[src/rtl/fma_pkg.sv]
// Shared encodings, biases and lane geometry for the FMA exponent
// alignment scheduler and its shift/swap calculator.
package fma_pkg;

    typedef enum logic [1:0] {
        PRE_4L  = 2'b00,
        PRE_2L  = 2'b01,
        PRE_1L  = 2'b10,
        PRE_4LA = 2'b11
    } pre_e;

    localparam int unsigned EXP_W  = 20;
    localparam int unsigned SWAP_W = 4;
    localparam int unsigned TAG_W  = 4;

    localparam int unsigned LANE_W_4L = 5;
    localparam int unsigned LANE_W_2L = 10;
    localparam int unsigned LANE_W_1L = 20;
    localparam int unsigned OPND_W_2L = 8;
    localparam int unsigned OPND_W_1L = 16;

    localparam logic [LANE_W_4L-1:0] BIAS_4L = 5'd16;
    localparam logic [LANE_W_2L-1:0] BIAS_2L = 10'd30;
    localparam logic [LANE_W_1L-1:0] BIAS_1L = 20'd58;

    typedef struct packed {
        logic [EXP_W-1:0] e;
        logic [EXP_W-1:0] f;
        pre_e             pre;
        logic [TAG_W-1:0] tag;
        logic             src;
    } s1_t;

endpackage

[src/rtl/align_shift_calc.sv]
// Combinational exponent-difference to alignment-shift/swap mapping
// for 4x5b, 2x10b and 1x20b lane configurations.
module align_shift_calc
    import fma_pkg::*;
(
    input  logic [EXP_W-1:0]  e,
    input  logic [EXP_W-1:0]  f,
    input  pre_e              pre,
    output logic [EXP_W-1:0]  ctl,
    output logic [SWAP_W-1:0] swap
);

    logic [LANE_W_4L-1:0] d5;
    logic [LANE_W_2L-1:0] d10;
    logic [LANE_W_1L-1:0] d20;

    always_comb begin
        ctl  = '0;
        swap = '0;
        d5   = '0;
        d10  = '0;
        d20  = '0;
        unique case (pre)
            PRE_2L: begin
                for (int j = 0; j < 2; j++) begin
                    d10 = {{(LANE_W_2L-OPND_W_2L){1'b0}},
                           e[j*OPND_W_2L +: OPND_W_2L]}
                        - {{(LANE_W_2L-OPND_W_2L){1'b0}},
                           f[j*OPND_W_2L +: OPND_W_2L]};
                    if (d10[LANE_W_2L-1]) begin
                        swap[2*j+1] = 1'b1;
                        ctl[j*LANE_W_2L +: LANE_W_2L] = BIAS_2L + d10;
                    end else begin
                        ctl[j*LANE_W_2L +: LANE_W_2L] = BIAS_2L - d10;
                    end
                end
            end
            PRE_1L: begin
                d20 = {{(LANE_W_1L-OPND_W_1L){1'b0}}, e[OPND_W_1L-1:0]}
                    - {{(LANE_W_1L-OPND_W_1L){1'b0}}, f[OPND_W_1L-1:0]};
                if (d20[LANE_W_1L-1]) begin
                    swap[3] = 1'b1;
                    ctl     = BIAS_1L + d20;
                end else begin
                    ctl     = BIAS_1L - d20;
                end
            end
            PRE_4L, PRE_4LA: begin
                for (int i = 0; i < 4; i++) begin
                    d5 = e[i*LANE_W_4L +: LANE_W_4L]
                       - f[i*LANE_W_4L +: LANE_W_4L];
                    if (d5[LANE_W_4L-1]) begin
                        swap[i] = 1'b1;
                        ctl[i*LANE_W_4L +: LANE_W_4L] = BIAS_4L + d5;
                    end else begin
                        ctl[i*LANE_W_4L +: LANE_W_4L] = BIAS_4L - d5;
                    end
                end
            end
        endcase
    end

endmodule

[src/rtl/fma_align_sched.sv]
// Two-requester round-robin front end feeding a 2-stage align pipeline.
// Define FMA_ALIGN_SCHED_STATS_EN to add saturating per-requester grant counters.
module fma_align_sched
    import fma_pkg::*;
(
    input  logic              clk,
    input  logic              rst,
    input  logic              rq0_valid,
    output logic              rq0_ready,
    input  logic [EXP_W-1:0]  rq0_exp_e,
    input  logic [EXP_W-1:0]  rq0_exp_f,
    input  logic [1:0]        rq0_pre,
    input  logic [TAG_W-1:0]  rq0_tag,
    input  logic              rq1_valid,
    output logic              rq1_ready,
    input  logic [EXP_W-1:0]  rq1_exp_e,
    input  logic [EXP_W-1:0]  rq1_exp_f,
    input  logic [1:0]        rq1_pre,
    input  logic [TAG_W-1:0]  rq1_tag,
    output logic              out_valid,
    input  logic              out_ready,
    output logic [EXP_W-1:0]  out_ctl,
    output logic [SWAP_W-1:0] out_swap,
    output logic [1:0]        out_pre,
    output logic [TAG_W-1:0]  out_tag,
    output logic              out_src
`ifdef FMA_ALIGN_SCHED_STATS_EN
    ,
    output logic [15:0]       gnt_cnt0,
    output logic [15:0]       gnt_cnt1
`endif
);

    logic              last_grant;
    logic              s1_valid;
    s1_t               s1_q;
    s1_t               s1_d;
    logic              s2_adv;
    logic              s1_open;
    logic              gnt0;
    logic              gnt1;
    logic [EXP_W-1:0]  c_ctl;
    logic [SWAP_W-1:0] c_swap;

    assign s2_adv  = !out_valid || out_ready;
    assign s1_open = !s1_valid || s2_adv;

    // last_grant==1 means rq1 went last, so rq0 wins a tie
    assign gnt0 = rq0_valid && (!rq1_valid || last_grant);
    assign gnt1 = rq1_valid && (!rq0_valid || !last_grant);

    assign rq0_ready = gnt0 && s1_open && !rst;
    assign rq1_ready = gnt1 && s1_open && !rst;

    always_comb begin
        s1_d = '0;
        if (rq1_ready) begin
            s1_d.e   = rq1_exp_e;
            s1_d.f   = rq1_exp_f;
            s1_d.pre = pre_e'(rq1_pre);
            s1_d.tag = rq1_tag;
            s1_d.src = 1'b1;
        end else begin
            s1_d.e   = rq0_exp_e;
            s1_d.f   = rq0_exp_f;
            s1_d.pre = pre_e'(rq0_pre);
            s1_d.tag = rq0_tag;
            s1_d.src = 1'b0;
        end
    end

    align_shift_calc u_calc (
        .e    (s1_q.e),
        .f    (s1_q.f),
        .pre  (s1_q.pre),
        .ctl  (c_ctl),
        .swap (c_swap)
    );

    always_ff @(posedge clk) begin
        if (rst) begin
            last_grant <= 1'b1;
            s1_valid   <= 1'b0;
            s1_q       <= '0;
            out_valid  <= 1'b0;
            out_ctl    <= '0;
            out_swap   <= '0;
            out_pre    <= '0;
            out_tag    <= '0;
            out_src    <= 1'b0;
        end else begin
            if (rq0_ready) begin
                last_grant <= 1'b0;
            end else if (rq1_ready) begin
                last_grant <= 1'b1;
            end
            if (s1_open) begin
                s1_valid <= rq0_ready || rq1_ready;
                if (rq0_ready || rq1_ready) begin
                    s1_q <= s1_d;
                end
            end
            if (s2_adv) begin
                out_valid <= s1_valid;
                if (s1_valid) begin
                    out_ctl  <= c_ctl;
                    out_swap <= c_swap;
                    out_pre  <= s1_q.pre;
                    out_tag  <= s1_q.tag;
                    out_src  <= s1_q.src;
                end
            end
        end
    end

`ifdef FMA_ALIGN_SCHED_STATS_EN
    always_ff @(posedge clk) begin
        if (rst) begin
            gnt_cnt0 <= '0;
            gnt_cnt1 <= '0;
        end else begin
            if (rq0_ready && gnt_cnt0 != 16'hFFFF) begin
                gnt_cnt0 <= gnt_cnt0 + 16'd1;
            end
            if (rq1_ready && gnt_cnt1 != 16'hFFFF) begin
                gnt_cnt1 <= gnt_cnt1 + 16'd1;
            end
        end
    end
`endif

endmodule

[config.mk]
export PLATFORM = sky130hd
export DESIGN_NAME = fma_align_sched
export DESIGN_NICKNAME = d
export VERILOG_FILES = /design/src/rtl/fma_pkg.sv /design/src/rtl/align_shift_calc.sv /design/src/rtl/fma_align_sched.sv
export SDC_FILE = /design/constraint.sdc
export NUM_CORES = 1
export LEC_CHECK = 0
export BUFFER_PORTS_ARGS = -buffer_cell sky130_fd_sc_hd__buf_2
export CELL_PAD_IN_SITES_DETAIL_PLACEMENT = 1
export CELL_PAD_IN_SITES_GLOBAL_PLACEMENT = 2
export CORE_UTILIZATION = 29
export DETAILED_ROUTE_END_ITERATION = 10
export GPL_TIMING_DRIVEN = 0
export PLACE_DENSITY_LB_ADDON = 0.1
export REMOVE_ABC_BUFFERS = 1
export SYNTH_ARGS = -nofsm -noshare
export SYNTH_HDL_FRONTEND = slang
export SYNTH_SLANG_ARGS = --single-unit
[constraint.sdc]
create_clock -name clk -period 3.3 [get_ports clk]
set_input_delay 0.165 -clock clk [delete_from_list [all_inputs] [get_ports clk]]
set_output_delay 0.165 -clock clk [all_outputs]
set_load 0.02 [all_outputs]
==> flow_metrics.env, run 1 <==
export IMPL_power_frac_comb=0.562
export IMPL_final_core_util=0.376
export IMPL_cts_sinks=81
export IMPL_yosysUniqueCellTypes=73
export IMPL_skew_ns=0.00595
export IMPL_cp_max_fo=5
export IMPL_netlist_top_cells_count="156 x nand2_1, 92 x nor2_1, 81 x dfxtp_1"
export IMPL_fin_setup_tns_ns=-0.00267
export IMPL_start_util=0.299
export IMPL_die_w_um=153
export IMPL_drc=3
export IMPL_power_leakage_uw=0.00333
export IMPL_io_buffers=130
export IMPL_maxSlewViolCount=0
export IMPL_numCtsBuffers=9
export IMPL_p_seq_frac=0.223
export IMPL_rsz0062_at_grt="true"
export IMPL_postCtsHoldBufs=0
export IMPL_powerDensity_mw_per_mm2=620
export IMPL_grt_usage=0.202
export IMPL_h_tree_depth=3
export IMPL_grt_max_degree=63
export IMPL_gp_congestion=0.871
export IMPL_slowest_delay_ns=0.36
export IMPL_clk_pin_slew_ns=0.07
export IMPL_antenna_cells=0
export IMPL_dp_cells=1253
export IMPL_synth_avg_cell_area_um2=7.34
export IMPL_clock_latency_ns=0.36
export IMPL_period_share=1.00
export IMPL_ioPinCount=131
export IMPL_drt_iter0_drc=311
export IMPL_antenna_found_initial=0
export IMPL_core_mm2=0.0220
export IMPL_seq_area_mm2=0.00162
export IMPL_grt_pass1_vias=6840
export IMPL_place_area_mm2=0.00748
export IMPL_wl_per_cell_um=18.1
export IMPL_yosysMostFrequentCell="nand2_1"
export IMPL_grt_pass1_wl_mm=37.7
export IMPL_synth_area_leaders="dfxtp_1 25%, nand2_1 8.9%, ha_1 7.4%"
export IMPL_ant_nets=0
export IMPL_startpoint_type="flip-flop"
export IMPL_ys_ff_latch=81
export IMPL_num_vias=6851
export IMPL_synth_top_area_cell="dfxtp_1"
export IMPL_row_count=54
export IMPL_cts_tree="done"
export IMPL_switching_share=0.447
export IMPL_finalNonFillerCells=1284
export IMPL_drive_gt1_frac=0.235
export IMPL_synth_area_mm2=0.00659
export IMPL_power_internal_uw=2840
export IMPL_final_area_mm2=0.00828
export IMPL_max_freq_ghz=0.303
export IMPL_slew_headroom=0.285
export IMPL_p_sw_uw=2300
export IMPL_finalHoldViolations=0
export IMPL_multi_input_area_mm2=0.00495
export IMPL_yosysSeqAreaShare=0.246
export IMPL_cts_max_path_buffers=2
export IMPL_pwr_share_clk=0.215
export IMPL_wl_mm=23.2
export IMPL_holdWs_ns=0.0562
export IMPL_cp_common_cell="or3_4"
export IMPL_cp_slowest_cell="a311o_1"
export IMPL_irDropWorstVdd_v=0.000217
export IMPL_async_flop_share=0
export IMPL_violations="design-rule violations, negative setup slack"
export IMPL_worstSetupEndpointType="flip-flop"
export IMPL_cp_required_ns=3.53
export IMPL_yosys_warnings=0
export IMPL_hold_path_class="input port to flip-flop"
export IMPL_status="finished, violations left"
export IMPL_arrival_ns=3.54
export IMPL_overflow=0
export IMPL_post_drt_via_cell_ratio=5.34
export IMPL_synth_top_area_share=0.246
export IMPL_die_h_um=153
export IMPL_nFillCells=2727
export IMPL_synthCells=898
export IMPL_die_area_mm2=0.0233
export IMPL_drt_pass1_iterations=10
export IMPL_layout_setup_ws_ns=-0.00267
export IMPL_cap_violations=0
export IMPL_hpwl_mm=17.1
export IMPL_crit_chain="inv_2 -> ha_4 -> fa_2 -> nand2b_4 -> a21boi_4 -> o211ai_1 -> a311o_1 -> or3_4 -> or3_4 -> o221a_1 -> nor4bb_1 -> or3_1"
export IMPL_synth_edff_count=0
export IMPL_tightest_slew_ns=1.07
export IMPL_nets=1140
export IMPL_ys_flop_type="dfxtp_1"
export IMPL_path_class="flip-flop to flip-flop"
export IMPL_period_minus_slack_ns=3.30
export IMPL_finalSetupViolations=1
export IMPL_synthToLayoutAreaGrowth_pct=25.6
export IMPL_cts_root_buffer="clkbuf_16"
==> sequential cells by signal, summed over array words and instances, names as in the netlist <==
| register | count |
|---|---|
| out_src | 1 |
| out_valid | 1 |
| out_ctl | 20 |
| last_grant | 1 |
| out_tag | 4 |
| out_swap | 4 |
| s1_q | 47 |
| out_pre | 2 |
| s1_valid | 1 |
==> cell type report <==
class,count,area share
Sequential cell,81,0.196
Timing Repair Buffer,149,0.103
Multi-Input combinational cell,708,0.598
Tap cell,280,0.0423
Clock buffer,10,0.0289
Inverter,50,0.0227
Clock inverter,6,0.00877
==> layout by cell type (no fill, tap or decap), types with 7 or more instances in the layout <==
cell / n
nand3_1: 24
a21o_1: 16
clkbuf_16: 9
inv_1: 45
or3_1: 9
o21a_1: 8
buf_2: 129
a31oi_1: 9
nand4_1: 8
o211ai_1: 14
a311oi_1: 49
mux2i_1: 11
o21ai_0: 20
nor3_1: 12
nor4_1: 7
ha_4: 8
ha_1: 25
dfxtp_1: 79
nor2_1: 91
a21oi_1: 44
nand2_1: 155
a21oi_2: 7
buf_4: 16
xnor2_1: 41
==> cell families after synthesis <==
logic type,after synthesis,share of synthesized area
simple gates,348,0.234
mux,12,0.0184
flops,81,0.246
buf+inv,109,0.0636
xor+xnor,53,0.0704
fa+ha+maj,44,0.0892
compound gates,251,0.279
==> worst max-delay path, delay by kind of cell (launching register included) <==
| family | cells | cell delay (ns) |
|---|---|---|
| DFF | 1 | 0.34 |
| adders and majority gates | 2 | 0.49 |
| AOI/OAI and AO/OA | 4 | 0.96 |
| buffers and inverters | 1 | 0.05 |
| and+or+nand+nor | 5 | 1.34 |
==> routing by layer <==
layer	vias to the layer above	share of wire	global-route usage
li1	3431	-	-
met1	3275	0.52	0.288
met2	122	0.44	0.318
met3	23	0.029	0.0267
met4	0	0.016	0.0519
met5	-	0	0
==> path summary, 6_finish.rpt <==
check	from	to	slack [ns]	depth (start not counted)
worst min register to register	out_swap[0]	out_swap[0]	0.45	2
worst min-delay path	rq0_exp_e[0]	s1_q[27]	0.06	3
worst max register to register	s1_q[27]	out_ctl[14]	-0.003	12
worst max-delay path	s1_q[27]	out_ctl[14]	-0.003	12
==> power groups by stage <==
stage / Sequential, uW / Combinational (uW) / Clock [uW]
floorplan: 1210 / 1770 / 0
global placement: 1160 / 2560 / 0
finish: 1140 / 2890 / 1110
global route: 1160 / 3160 / 1180
CTS: 1140 / 2750 / 1140
detailed placement: 1160 / 2580 / 0
==> stage by stage <==
step / power, uW / setup slack [ns]
finish: 5140 / -0.00267
global route: 5500 / -0.103
CTS: 5040 / -0.0541
detailed placement: 3740 / -0.673
global placement: 3720 / -4.13
floorplan: 2980 / -0.603
==> what timing repair did <==
item | 4_1_cts | 5_1_grt
endpoints found under the setup margin | 20 | 15
buffers inserted | 7 | 8
pin swaps | 9 | 14
gates cloned | 0 | 0
resized for setup | 50 | 30
(Power assumes the default switching activity.)
==> run 2, diff against run 1 <==
--- a/config.mk
+++ b/config.mk
@@ -8,7 +8,7 @@
 export BUFFER_PORTS_ARGS = -buffer_cell sky130_fd_sc_hd__buf_2
 export CELL_PAD_IN_SITES_DETAIL_PLACEMENT = 1
 export CELL_PAD_IN_SITES_GLOBAL_PLACEMENT = 2
-export CORE_UTILIZATION = 29
+export CORE_UTILIZATION = 34
 export DETAILED_ROUTE_END_ITERATION = 10
 export GPL_TIMING_DRIVEN = 0
 export PLACE_DENSITY_LB_ADDON = 0.1
==> constraint.sdc (replaced) <==
create_clock -name clk -period 4.2 [get_ports clk]
set_input_delay 0.21 -clock clk [delete_from_list [all_inputs] [get_ports clk]]
set_output_delay 0.21 -clock clk [all_outputs]
set_load 0.02 [all_outputs]
==> run 2 against run 1 <==
Net effect:
- the run now ends clean
- clock power is 22% lower
- setup slack better by 0.32 ns
- power shrank 26%
- critical endpoint is now out_ctl[9]
- combinational power down 30%
- clock skew increased by 0.0027 ns
- flip-flop and latch count stayed put
- cell area shrank 6.5%
- maximum frequency decreased by 15%
- hold slack better by 0.045 ns
==> flow_metrics.env, run 2 (synthesized netlist as in run 1, its figures left out) <==
export IMPL_rsz0062_at_grt="false"
export IMPL_top_regs="s1_q: 47 flops, out_ctl: 20 flops"
export IMPL_largest_register_ffs=47
export IMPL_overflow=0
export IMPL_start_util=0.350
export IMPL_r2r_cells=12
export IMPL_tightest_slew_ns=1.10
export IMPL_gp_congestion=0.852
export IMPL_post_cts_buffers=0
export IMPL_period_share=0.925
export IMPL_status="finished clean"
export IMPL_hpwl_mm=15.9
export IMPL_powerDensity_mw_per_mm2=489
export IMPL_clock_latency_ns=0.36
export IMPL_max_freq_ghz=0.257
export IMPL_synthToLayoutAreaGrowth_pct=17.4
export IMPL_cts_tree="done"
export IMPL_slew_headroom=0.267
export IMPL_layout_commonest_cell="nand2_1"
export IMPL_period_minus_slack_ns=3.89
export IMPL_row_count=50
export IMPL_grt_usage=0.227
export IMPL_hold_path_class="input port to flip-flop"
export IMPL_arrival_ns=4.14
export IMPL_wl_mm=21.9
export IMPL_drt_iter0_drc=363
export IMPL_die_h_um=141
export IMPL_dp_cells=1231
export IMPL_grt_max_degree=94
export IMPL_final_area_mm2=0.00774
export IMPL_irDropWorstVdd_v=0.000218
export IMPL_num_vias=6791
export IMPL_cts_root_buffer="clkbuf_16"
export IMPL_cts_max_path_buffers=2
export IMPL_post_drt_via_cell_ratio=5.45
export IMPL_place_area_mm2=0.00742
export IMPL_path_class="flip-flop to flip-flop"
export IMPL_cp_max_fo=10
export IMPL_finalHoldViolations=0
export IMPL_drc=0
export IMPL_die_area_mm2=0.0200
export IMPL_drive_gt1_frac=0.165
export IMPL_postCtsHoldBufs=0
export IMPL_nets=1123
export IMPL_ctsResizeCount=0
export IMPL_ant_nets=0
export IMPL_maxSlewViolCount=0
export IMPL_die_w_um=141
export IMPL_fin_setup_tns_ns=0
export IMPL_cap_violations=0
export IMPL_wl_per_cell_um=17.5
export IMPL_ioPinCount=131
export IMPL_top_register="s1_q"
export IMPL_finalNonFillerCells=1247
export IMPL_worstSetupEndpointType="flip-flop"
export IMPL_regToRegSetupSlack_ns=0.31
export IMPL_finalSetupViolations=0
export IMPL_grt_pass1_vias=6664
export IMPL_layout_common_cells="156 x nand2_1, 129 x buf_2, 92 x nor2_1"
export IMPL_holdPathStages=3
export IMPL_startpoint_type="flip-flop"
export IMPL_skew_ns=0.00862
export IMPL_power_leakage_uw=0.00320
export IMPL_cp_required_ns=4.45
export IMPL_io_buffers=130
export IMPL_drt_pass1_iterations=4
export IMPL_grt_pass1_wl_mm=36.0
export IMPL_antenna_cells=0
export IMPL_antenna_found_initial=0
export IMPL_h_tree_depth=3
export IMPL_cts_sinks=81
export IMPL_clk_pin_slew_ns=0.07
export IMPL_core_mm2=0.0188
export IMPL_numCtsBuffers=9
## run 2: cell types whose count changed in the layout (fill, tap and decap cells not counted), moves of 3 or more
cell,before,now
ha_1,25,39
buf_4,16,1
ha_4,8,0
a21oi_1,44,52
a21oi_2,7,0
o21ai_0,20,24
xor2_1,6,10
xor2_2,4,1
ha_2,6,0
## run 2: power breakdown
group | internal [uW] | switching, uW | total (uW)
sequential | 847 | 47.7 | 895
clock | 485 | 378 | 863
combinational | 763 | 1270 | 2030
total | 2090 | 1690 | 3790
## run 2: stage by stage
step / util / worst slack [ns] / hold slack (ns) / total power [uW]
4_1_cts: 0.411 / 0.213 / 0.0958 / 3800
3_5_place_dp: 0.394 / 0.229 / 0.445 / 2910
2_1_floorplan: - / 0.297 / 0.279 / 2340
6_report: 0.411 / 0.313 / 0.102 / 3790
3_3_place_gp: 0.390 / -3.05 / 0.441 / 2890
5_1_grt: 0.411 / 0.0403 / 0.101 / 4050
## run 2: worst max-delay path: stages, from the launching register on
cell	delay, ns
dfxtp_1	0.33
inv_1	0.06
ha_1	0.19
fa_1	0.41
nand2b_1	0.25
a21oi_1	0.26
xor2_1	0.77
a2111oi_1	0.22
or4_1	0.45
a32oi_1	0.21
xnor2_1	0.15
o221ai_1	0.18
a32o_1	0.29
## run 2: area by class of cell
type                    count  area [um2]
fillers                  2381       11100
multi-input cells         708        4590
flip-flops and latches     81        1620
repair buffers            132         708
well taps                 260         325
clock buffers              10         239
inverters                  50         188
clock inverters             6        73.8
## run 2: per-layer routing
layer / track usage / wire length [um] / vias up
met2: 0.366 / 9780 / 109
li1: - / - / 3400
met1: 0.317 / 11300 / 3265
met5: 0 / 0 / -
met3: 0.0394 / 646 / 17
met4: 0.0446 / 187 / 0
## run 2: final timing paths
kind / start / end
hold reg to reg: out_swap[2] / out_swap[2]
hold / removal: rq0_exp_e[2] / s1_q[29]
setup reg to reg: s1_q[27] / out_ctl[9]
setup / recovery: s1_q[27] / out_ctl[9]
